## config.mk

```make
export PLATFORM = sky130hd
export DESIGN_NAME = dmem_arbiter
export DESIGN_NICKNAME = d
export VERILOG_FILES = /design/src/rtl/dmem_arbiter_pkg.sv /design/src/rtl/arb_starve_ctr.sv /design/src/rtl/dmem_arbiter.sv
export SDC_FILE = /design/constraint.sdc
export NUM_CORES = 1
export LEC_CHECK = 0
export ABC_AREA = 0
export BUFFER_PORTS_ARGS = -buffer_cell sky130_fd_sc_hd__buf_2
export CORE_MARGIN = 2
export CORE_UTILIZATION = 42
export CTS_BUF_LIST = sky130_fd_sc_hd__clkbuf_4 sky130_fd_sc_hd__clkbuf_8
export DETAILED_ROUTE_END_ITERATION = 12
export PLACE_DENSITY = 0.69
export SLEW_MARGIN = 30
export SYNTH_ARGS = -nofsm -noshare
export SYNTH_HDL_FRONTEND = slang
export SYNTH_SLANG_ARGS = --single-unit
export TNS_END_PERCENT = 1
```

## constraint.sdc

```tcl
create_clock -name clk -period 2.7 [get_ports clk]
set_input_delay 0.54 -clock clk [delete_from_list [all_inputs] [get_ports clk]]
set_output_delay 0.54 -clock clk [all_outputs]
set_load 0.05 [all_outputs]
```

## src/rtl/dmem_arbiter_pkg.sv

```systemverilog
// Shared encodings for the data-memory arbiter: FSM states, owner codes and counter width.
package dmem_arbiter_pkg;

  typedef enum logic [1:0] {
    ST_IDLE   = 2'd0,
    ST_ACCESS = 2'd1,
    ST_DONE   = 2'd2
  } state_e;

  typedef logic owner_t;

  localparam owner_t OWN_P = 1'b0;
  localparam owner_t OWN_L = 1'b1;

  // Wide enough for MEM_LAT-1 and STARVE_MAX, both capped at 15.
  localparam int unsigned CNT_W = 4;

endpackage

```

## src/rtl/arb_starve_ctr.sv

```systemverilog
// Saturating count of cycles the loader has been kept waiting; at_max forces its next grant.
module arb_starve_ctr
  import dmem_arbiter_pkg::*;
#(
  parameter int unsigned STARVE_MAX = 4
) (
  input  logic clk,
  input  logic rst_n,
  input  logic l_req,
  input  logic l_grant,
  output logic at_max
);

  localparam logic [CNT_W-1:0] MaxVal = CNT_W'(STARVE_MAX);

  logic [CNT_W-1:0] cnt_q, cnt_d;

  always_comb begin
    cnt_d = cnt_q;
    if (!l_req || l_grant) begin
      cnt_d = '0;
    end else if (cnt_q != MaxVal) begin
      cnt_d = cnt_q + CNT_W'(1);
    end
  end

  always_ff @(posedge clk or negedge rst_n) begin
    if (!rst_n) begin
      cnt_q <= '0;
    end else begin
      cnt_q <= cnt_d;
    end
  end

  assign at_max = (cnt_q == MaxVal);

endmodule

```

## src/rtl/dmem_arbiter.sv

```systemverilog
// Shares the data-memory port between the pipeline (P) and the loader (L), one access at a time
// over a fixed memory latency, with a starvation guard for L.
module dmem_arbiter
  import dmem_arbiter_pkg::*;
#(
  parameter int unsigned AW         = 32,
  parameter int unsigned DW         = 32,
  parameter int unsigned MEM_LAT    = 1,
  parameter int unsigned STARVE_MAX = 4
) (
  input  logic          clk,
  input  logic          rst_n,
  input  logic          p_req,
  input  logic          p_we,
  input  logic [AW-1:0] p_addr,
  input  logic [DW-1:0] p_wdata,
  output logic [DW-1:0] p_rdata,
  output logic          p_valid,
  output logic          p_stall,
  input  logic          l_req,
  input  logic          l_we,
  input  logic [AW-1:0] l_addr,
  input  logic [DW-1:0] l_wdata,
  output logic [DW-1:0] l_rdata,
  output logic          l_valid,
  output logic          mem_read,
  output logic          mem_write,
  output logic [AW-1:0] mem_addr,
  output logic [DW-1:0] mem_wdata,
  input  logic [DW-1:0] mem_rdata
);

  localparam logic [CNT_W-1:0] LatInit = CNT_W'(MEM_LAT - 1);

  state_e           state_q;
  owner_t           owner_q;
  logic             we_q;
  logic [AW-1:0]    addr_q;
  logic [DW-1:0]    wdata_q;
  logic [DW-1:0]    p_rdata_q, l_rdata_q;
  logic [CNT_W-1:0] lat_q;

  logic any_req, pick_l, l_grant, at_max;

  assign any_req = p_req | l_req;
  // P has priority unless L has waited the full starvation window.
  assign pick_l  = l_req & (~p_req | at_max);
  assign l_grant = (state_q == ST_IDLE) & pick_l;

  arb_starve_ctr #(
    .STARVE_MAX (STARVE_MAX)
  ) u_starve (
    .clk     (clk),
    .rst_n   (rst_n),
    .l_req   (l_req),
    .l_grant (l_grant),
    .at_max  (at_max)
  );

  always_ff @(posedge clk or negedge rst_n) begin
    if (!rst_n) begin
      state_q   <= ST_IDLE;
      owner_q   <= OWN_P;
      we_q      <= 1'b0;
      addr_q    <= '0;
      wdata_q   <= '0;
      lat_q     <= '0;
      p_rdata_q <= '0;
      l_rdata_q <= '0;
    end else begin
      unique case (state_q)
        ST_IDLE: begin
          if (any_req) begin
            owner_q <= pick_l ? OWN_L : OWN_P;
            we_q    <= pick_l ? l_we : p_we;
            addr_q  <= pick_l ? l_addr : p_addr;
            wdata_q <= pick_l ? l_wdata : p_wdata;
            lat_q   <= LatInit;
            state_q <= ST_ACCESS;
          end
        end
        ST_ACCESS: begin
          if (lat_q == '0) begin
            if (!we_q) begin
              if (owner_q == OWN_L) begin
                l_rdata_q <= mem_rdata;
              end else begin
                p_rdata_q <= mem_rdata;
              end
            end
            state_q <= ST_DONE;
          end else begin
            lat_q <= lat_q - CNT_W'(1);
          end
        end
        ST_DONE: state_q <= ST_IDLE;
        default: state_q <= ST_IDLE;
      endcase
    end
  end

  // Strobes decode from registered state so an asynchronous reset drops them at once.
  assign mem_read  = (state_q == ST_ACCESS) & ~we_q;
  assign mem_write = (state_q == ST_ACCESS) & we_q;
  assign mem_addr  = addr_q;
  assign mem_wdata = wdata_q;

  assign p_valid = (state_q == ST_DONE) & (owner_q == OWN_P);
  assign l_valid = (state_q == ST_DONE) & (owner_q == OWN_L);
  assign p_rdata = p_rdata_q;
  assign l_rdata = l_rdata_q;
  assign p_stall = p_req & ~p_valid;

endmodule

```

# == Word level (Yosys, flattened, before mapping) ==
# Cells that the tools add are included.
# totals
input_bits,166
word_cells,54
regBits,140
# classes
bitwise,13
muxes,12
add_sub_neg,2
eq_ne,7
n_reduce_logical,11
# ops
operator,count
$mux 32,2
$mux 4,4
$pmux 4 s2,1
$reduce_and 4->1,2
$and 1x1->1,7
$ne 2x2->1 const B,3
$add 4x1->4 const B,1
$eq 4x3->1 const B,1
$logic_not 4->1,1
$mux 2,2
$ne 4x3->1 const B,1
$not 1->1,4
$pmux 2 s2,1
$reduce_and 2->1,2
$reduce_bool 2->1,2
$sub 4x1->4 const B,1
$reduce_and 3->1,1
$eq 2x1->1 const B,1
$eq 2x2->1 const B,1
$logic_not 2->1,1
$mux 1,2
$or 1x1->1,2
$logic_not 1->1,1
$logic_or 1x1->1,1

# == Depth between registers and ports, before layout ==
# Gate-level depths: netlist (run 1).
# logic_depth
word_depth,6
depth_mapped,8
ltp_nobuf,5

# == Modules after synthesis ==
# A second synthesis (run 1) with hierarchy kept.
# hier_totals
cells_unflattened,582
hier_area_um2,6384.9
# by_module_without_submodules
mod,seq_area_each_um2,area_per_inst_um2,n_inst,cells_per_inst
dmem_arbiter,3403.3,6167.2,1,562
arb_starve_ctr,100.1,217.7,1,20

# == Worst setup path after synthesis (run 1) ==
# No wires, ideal clock.
# synth_path
path_type,register -> output
startpoint,register owner_q
endpoint,output port p_stall
slack_ns,-0.056
arrival_ns,2.216
path_stages_with_launch,3
cell_sequence,dfrtp_1 nor3b_1 nor2_1
# synth_between
elab_chain_len,4
# synth_rtl
element,line_no,text
"start, declared",dmem_arbiter.sv:36,owner_t owner_q;
"start signal, assigned",dmem_arbiter.sv:74,owner_q <= pick_l ? OWN_L : OWN_P;
$not 1->1 (no source line),--,
$and 1x1->1,dmem_arbiter.sv:108,assign p_valid = (state_q == ST_DONE) & (owner_q == OWN_P);
net p_valid,dmem_arbiter.sv:18,"output logic p_valid,"
$not 1->1,dmem_arbiter.sv:112,assign p_stall = p_req & ~p_valid;
$and 1x1->1,dmem_arbiter.sv:112,
"end, declared",dmem_arbiter.sv:19,"output logic p_stall,"
# The timed path passes the listed nets, and every way through them passes these cells.

# == Final worst setup path (run 1) ==
# layout_path
startpoint,register state_q[0]
endpoint,output port mem_write
# layout_between
elab_chain_len,2
# layout_rtl
element,line_no,text
"start, declared",dmem_arbiter.sv:35,state_e state_q;
"start signal, assigned",dmem_arbiter.sv:62,state_q <= ST_IDLE;
"start signal, assigned",dmem_arbiter.sv:79,state_q <= ST_ACCESS;
"start signal, assigned",dmem_arbiter.sv:91,state_q <= ST_DONE;
$eq 2x1->1,dmem_arbiter.sv:104,assign mem_write = (state_q == ST_ACCESS) & we_q;
$and 1x1->1,dmem_arbiter.sv:104,
"end, declared",dmem_arbiter.sv:27,"output logic mem_write,"
# Every way passes these cells.

==> results list, run 1 <==
- The min-delay analysis places its worst path in the category in -> async.
* Count of buffer and inverter cells on the critical path: 1
- The setup path with the least slack is of type reg -> out.
- Register bit count reported by yosys: 140
- In the layout the commonest cells are sky130_fd_sc_hd__buf_2, sky130_fd_sc_hd__dfrtp_1, sky130_fd_sc_hd__nand3_1, sky130_fd_sc_hd__o21ai_0.
* Final critical-path share of the clock period: 80.59%
- Setup repair after global routing left no endpoint under its margin.
- The number of nets in the synthesized netlist is 754.
- 0 antenna diodes ended up in the layout.
- Cells along the critical path: nor2b_1 -> and2_1 -> buf_2
- CP endpoint kind: output pin
* Type of origin of the critical path: flop
- Dividing the detail-routed wire length by the instance count gives 17.36 um.
- Setup_tns: 0 ns
- Run status: complete, no violations
- Summed over all nets, the half-perimeter wirelength after detailed placement is between 10000 and 15000 um.
- Clock-pin slew was measured on the worst setup and hold paths at 0.08 ns.
- The worst pin sits at a relative slew slack of 64.11%.
- Final critical path time including I/O delays and setup: about 2.2 ns
- In this run the power density over the cells is about 1500 mW/mm^2.
- TritonCTS clock tree: built
- Wires add up to 18350 um.
- The finished layout holds 1057 standard cells, fillers aside.
- Die Outline Area: 0.01641 mm^2
- Slowest cell on crit path: sky130_fd_sc_hd__dfrtp_1
* Max cap viols: 0
- The filler cells instantiated in the layout total between 1000 and 1500.
* Pins Over Slew Limit: 0
* Asr flop ratio synth: 100.0%
* Gate count after technology mapping: 585
- The share of the Yosys chip area taken by registers is 54.15%.
* Drt drc: 0
* Starting utilization of the core area: 42.72%
* Total number of H-tree levels: 4
* Final Hold Vio Count: 0
- The floorplan step defined a core boundary enclosing 0.01515 mm^2.
* Layout Nets: between 1000 and 1500
- For this design the static power due to leakage is 4.012 nW.
- At the later pin of the worst-skew pair, clock insertion delay measures about 0.44 ns.
- Transition time of the tightest slew-check pin: around 0.54 ns
- Maximum operating frequency: 459.6 MHz
- The first detailed-routing pass took 5 iterations.
- Cell area after synthesis: 0.006470 mm^2
* Critical path's largest stage delay: ~0.49 ns
- The critical path starts at state_q[0].
- Layout Utilization: 56.59%
- Across all hold checks on the routed design, the worst slack comes to about 0.069 ns.
- Per-cell via count in the routed design: about 5.5
* Horiz. Die Dim: approximately 130 um
- The number of global-route vias before repair came to roughly 5600.
- Dividing the synthesized area by the synthesized cell count gives 11.06 um^2.
- Across every metal layer, demand over resource in global routing totals 22.35%.
- Share of layout cells above drive strength 1: 48.33%
* Data arrival time of the worst path: 1.64 ns
- Largest fanout of any net on the critical path: 7
- Setup Buffers After CTS: 0
- Clock buffer depth: 2
- Count of different cell masters after synthesis: 38
* Cts hold-fix bufs: 0
- The floorplan has 45 rows.
- IO Pins: 299
- Max VDD drop: 0.6735 mV
- Required time at the worst-slack endpoint: 2.16 ns
* Die boundary height: 128.1 um
- The most used flip-flop cell after synthesis is sky130_fd_sc_hd__dfrtp_1.
- Setup violations remaining at the end of the flow were counted as 0.
* Grt ovf: 0
- Largest net degree at the start of global routing: 66
- The number of antenna violations at the first check in global routing is 0.
* Cell family contributing the most delay on the critical path: flip-flops
* Cts bufs inserted: 17
- Area growth syn-to-layout: 32.47%
- Synthesis Warnings: 0
* Maximum clock skew at final layout: 0.009533 ns
- CTS sink cnt: 140
- Final weighted congestion in routability-driven placement: around 0.8
* Vias after detailed routing: about 5900
- Startpoint of the lowest-slack register-to-register path: lat_q[0]
- Placed instance count: 1025
- Number of buffers inserted by port buffering: slightly below 300
- Final Power: approximately 13 mW
- The first global-routing pass estimated 29120 um of wire.
- Leaving out fill and tap cells, the most frequent cell in the layout is sky130_fd_sc_hd__buf_2.
* DRT iter0 DRCs: 318
* Detail Route Antenna Nets: 0
* Number of enable flip-flop cells after synthesis: 0
- In this run the clock root is driven by a sky130_fd_sc_hd__clkbuf_8.
* Number of resized instances in the post-cts repair step: 0
==> cell families (layout without fill, tap and decap cells) <==
family | Yosys count | after routing | share of synthesized area (%)
flops | 140 | 140 | 54.15
buf+inv | 70 | 354 | 4.603
compound gates | 144 | 144 | 14.02
mux | 68 | 68 | 12.36
fa+ha+maj | 3 | 3 | 0.5802
simple gates | 159 | 159 | 14.16
xor+xnor | 1 | 1 | 0.1354
==> flip-flops by register name, indices dropped and copies added (netlist names) <==
| register | count |
|---|---|
| we_q | 1 |
| l_rdata | 32 |
| state_q | 2 |
| owner_q | 1 |
| lat_q | 4 |
| mem_addr | 32 |
| u_starve.cnt_q | 4 |
| p_rdata | 32 |
| mem_wdata | 32 |
==> final cells by class <==
type | instances | area (um^2) | area share [%]
Multi-Input combinational cell | 375 | 2700 | 31.50
Timing Repair Buffer | 317 | 1678 | 19.58
Clock buffer | 18 | 241.5 | 2.818
Tap cell | 188 | 235.2 | 2.745
Clock inverter | 14 | 193.9 | 2.263
Inverter | 5 | 18.77 | 0.2190
Sequential cell | 140 | 3503 | 40.88
==> synthesized netlist by cell type (all sizes together), types with 5 or more instances <==
cell type,instances,area [um^2]
dfrtp,140,3503
nand3,71,355.3
o21ai,70,350.3
mux2,65,769.5
nand4,65,406.6
o211ai,65,488.0
clkbuf,48,180.2
buf,17,98.84
inv,5,18.77
nor2,5,18.77
==> routing by layer <==
layer  share of wire (%)  global-route usage [%]  vias up
li1                    -                       -     2760
met1                  43                   28.75     2817
met2                  48                   36.24      253
met3                 8.0                   6.803       21
met4                 1.7                   7.240        0
met5                   0                       0        -
==> report_power, final <==
part	switching (mW)	total (mW)	internal, mW
Combinational	5.29	7.23	1.95
Clock	0.831	1.85	1.02
Sequential	0.497	3.59	3.09
Total	6.62	12.7	6.05
==> worst paths after layout <==
check,cells after the start,slack (ns),to
min,1,0.07,l_rdata[22]
min reg2reg,1,0.50,l_rdata[16]
min in group clk,2,0.32,l_rdata[5]
max,3,0.52,mem_write
max reg2reg,6,0.69,p_rdata[18]
max in group asynchronous,2,1.89,mem_wdata[4]
==> per-stage QoR <==
stage	area [um^2]	setup WS (ns)
floorplan	6475	0.005356
global placement	8135	0.7210
detailed placement	8135	0.6877
CTS	8571	0.4895
global route	8571	0.4129
finish	8571	0.5241
No activity file was read; power rests on OpenSTA's default activity.
==> inputs of run 2 (changes only) <==
Settings changed: ABC_AREA 0 to 1, PLACE_DENSITY 0.69 to 0.71.
Clock period 2.7 ns to 1.9 ns, I/O delays scaled along.
==> results list, run 2 <==
- Clock buffer depth: 2 (unchanged)
- DRT Pass-1 Iters: 5 (unchanged)
- Count of different cell masters after synthesis: 24 (-37%)
* Clk Tree Root Cell: sky130_fd_sc_hd__clkbuf_8
* Ranking of synthesized cells by instance count: sky130_fd_sc_hd__nand2_1, sky130_fd_sc_hd__inv_1, sky130_fd_sc_hd__dfrtp_1
* Highest-count cells in the layout ignoring fill and taps: sky130_fd_sc_hd__buf_2, sky130_fd_sc_hd__nand2_1, sky130_fd_sc_hd__inv_1, sky130_fd_sc_hd__dfrtp_1, sky130_fd_sc_hd__nand3_1
* Synthesized netlist net count: 1043 (+38%)
* Per-cell via count in the routed design: 4.559 (-18%)
- The wire length of the first global-routing pass was 28260 um (-3.0%).
- Global-route total usage across every layer: 21.07% (-1.3 points)
- The y dimension of the die came to 130.7 um (+2.0%).
* Setup repair after global routing missed its margin: true
* Classification of the worst-slack hold path: in -> reg
- Initial antenna violation count: 0 (unchanged)
- The effective utilization at floorplan came to 42.72% (about the same).
- The number of nets with antenna violations after routing is 0 (unchanged).
- The number of hold-slack violations in the final timing report came to 0 (unchanged).
- The iteration-0 DRC count of the detailed router was 337 (+6.0%).
- The largest fanout of any net on the critical path was 3 (-4).
- The post-route core utilization was 56.38% (-0.21 points).
- The share of flip-flops with an asynchronous set or reset after synthesis is 100.0% (unchanged).
- Gate count after technology mapping: 874 (+49%)
- CTS sink cnt: 140 (unchanged)
- Area growth syn-to-layout: 31.96%
- Setup Viol. Count Final: 0 (unchanged)
- Vias after detailed routing: 6328 (+8.2%)
- Later-pin clock latency in the skew report: 0.44 ns (about the same)
* Grt ovf: 0 (unchanged)
- P per Cell Area: 2004 mW/mm^2 (+36%)
* Category of the critical setup timing path: reg -> out
* Maximum operating frequency: 556.7 MHz
- The pin count of the biggest net entering global routing came to 68 (+3.0%).
- Register bit count reported by yosys: 140 (unchanged)
* Run status: complete, no violations
* Synth Flop Type: sky130_fd_sc_hd__dfrtp_1
- The setup TNS is 0 ns (unchanged).
* Die Outline Area: 0.01707 mm^2 (+4.0%)
- The mean area per synthesized cell came to 7.709 um^2 (-30%).
* Horiz. Die Dim: 130.7 um (+2.0%)
- The share of post-route cells with drive strength above 1 came to 30.55% (-18 points).
- The area share of the leading cell type in the synthesized netlist was 52.00% (-2.2 points).
- Synthesis Warnings: 0 (unchanged)
* Register area share after synthesis: 52.00% (-2.2 points)
* Data arrival time of the worst path: 1.42 ns (-0.22 ns)
- The average detailed-routed wire length per instance came to 12.94 um (-25%).
- Max cap viols: 0 (unchanged)
- The worst setup path is launched from a flop.
* Layout Nets: 1328 (+30%)
* P_leak: 5.456 nW (+36%)
* Diodes inserted: 0 (unchanged)
* Max VDD drop: 0.9531 mV (+42%)
* TritonCTS clock tree: built
* Worst max-slew margin expressed relative to the limit: 76.11% (+12 points)
- The boundary pin count came to 299 (unchanged).
* Cell area after synthesis: 0.006738 mm^2 (+4.1%)
* Via count of the first global-routing pass: 5831 (+3.6%)
- The number of max-slew violations in the final report came to 0 (unchanged).
* Half-perimeter wire length after placement: 13050 um (+3.4%)
* CP endpoint kind: output pin
* Final critical path time including I/O delays and setup: ~1.8 ns
- The clock slew at the register clock pins of the worst setup and hold paths was 0.08 ns (about the same).
- Most frequent standard cell in the layout excluding fill and tap cells: sky130_fd_sc_hd__buf_2
- Total number of placement rows: 46 (+2.2%)
* Biggest area contributors in the synthesized netlist: sky130_fd_sc_hd__dfrtp_1, sky130_fd_sc_hd__nand2_1, sky130_fd_sc_hd__nand3_1
- Number of buffers inserted by port buffering: 298 (unchanged)
* Required time at the worst-slack endpoint: 1.52 ns (-0.64 ns)
* Total number of H-tree levels: 4 (unchanged)
- Floorplan core area: 0.01577 mm^2 (+4.1%)
- Number of enable flip-flop cells after synthesis: 0 (unchanged)
- Final weighted congestion in routability-driven placement: 0.8253 (+3.1%)
* Final critical-path share of the clock period: 94.54%
- The number of buffers inserted during clock tree synthesis came to 17 (unchanged).
- The DRC violation count after routing is 0 (unchanged).
- Maximum clock skew at final layout: 0.01398 ns (+0.004450 ns)
* Cell type contributing the most total cell area after synthesis: sky130_fd_sc_hd__dfrtp_1
- By instance count, the leading cell after synthesis is sky130_fd_sc_hd__nand2_1.
- Transition time of the tightest slew-check pin: 0.3583 ns (-0.1801 ns)
* Routed Wire Length: 17960 um (-2.2%)
[run 2: layout make-up]
cell class	count	area [um^2]
tap	216	270.3
multi-input combinational	506	2262
fill	1521	6879
clock inverter	9	137.6
clock buffer	23	291.5
sequential	140	3505
timing repair buffer	314	1748
inverter	180	676.9
[run 2: through the flow]
stage	power [mW]	instances	setup slack [ns]	hold slack [ns]	area [um^2]
CTS	17.92	1388	0.001821	0.1640	8877
detailed placement	15.33	1355	0.2191	0.3038	8436
finish	17.82	1388	0.1038	0.1870	8891
global route	18.90	1388	-0.0002589	0.1644	8891
floorplan	12.79	874	0.2536	0.08441	6738
global placement	15.16	1355	0.3328	0.3017	8436
[run 2: routing by layer]
layer	share of wire, %	GRT usage [%]	wire, um
met5	0	0	0
met4	3.2	9.136	573
met3	6.4	5.252	1152
met2	48	33.70	8657
met1	42	27.34	7574
[run 2: where the power goes]
group,leakage (nW),internal [mW],total [mW],switching (mW)
logic,3.53,2.31,10.0,7.69
registers,1.71,4.45,5.27,0.816
clock network,0.218,1.43,2.55,1.12
total,5.46,8.19,17.8,9.63
[run 2: timing repair]
item | CTS | global route
buffers inserted | 0 | 0
resized for setup | 2 | 6
cloned | 0 | 0
setup endpoints to repair | 2 | 4
hold buffers | 1 | 0
pin swaps | 0 | 1
hold endpoints to repair | 30 | 0
[run 2: path summary, 6_finish.rpt]
kind                                    from            to  slack (ns)  cells after the start
max                               state_q[0]       p_stall        0.10                      5
min                             mem_rdata[7]    l_rdata[7]        0.19                      3
max reg2reg                u_starve.cnt_q[0]  mem_addr[19]        0.23                      9
min reg2reg                     mem_addr[30]  mem_addr[30]        0.48                      2
max in group asynchronous              rst_n   p_rdata[22]        0.88                      3
min in group asynchronous              rst_n   mem_addr[5]        0.43                      2
[run 2: cells by family (layout without fill, tap and decap cells)]
logic type | count (synthesis) | count (layout) | share of synthesized area [%]
XOR/XNOR | 3 | 3 | 0.3900
AND/OR/NAND/NOR | 427 | 427 | 27.00
AO/OA/AOI/OAI | 73 | 73 | 5.590
adder cells (fa/ha/maj) | 3 | 3 | 0.5572
flip-flops | 140 | 140 | 52.00
buffers and inverters | 228 | 526 | 14.47
[run 2: critical path: stages (launching register included)]
cell and delay (ns):
sky130_fd_sc_hd__dfrtp_1 0.40, sky130_fd_sc_hd__inv_2 0.08, sky130_fd_sc_hd__nand2_1 0.08, sky130_fd_sc_hd__o21ai_1 0.15, sky130_fd_sc_hd__inv_1 0.05, sky130_fd_sc_hd__buf_2 0.21
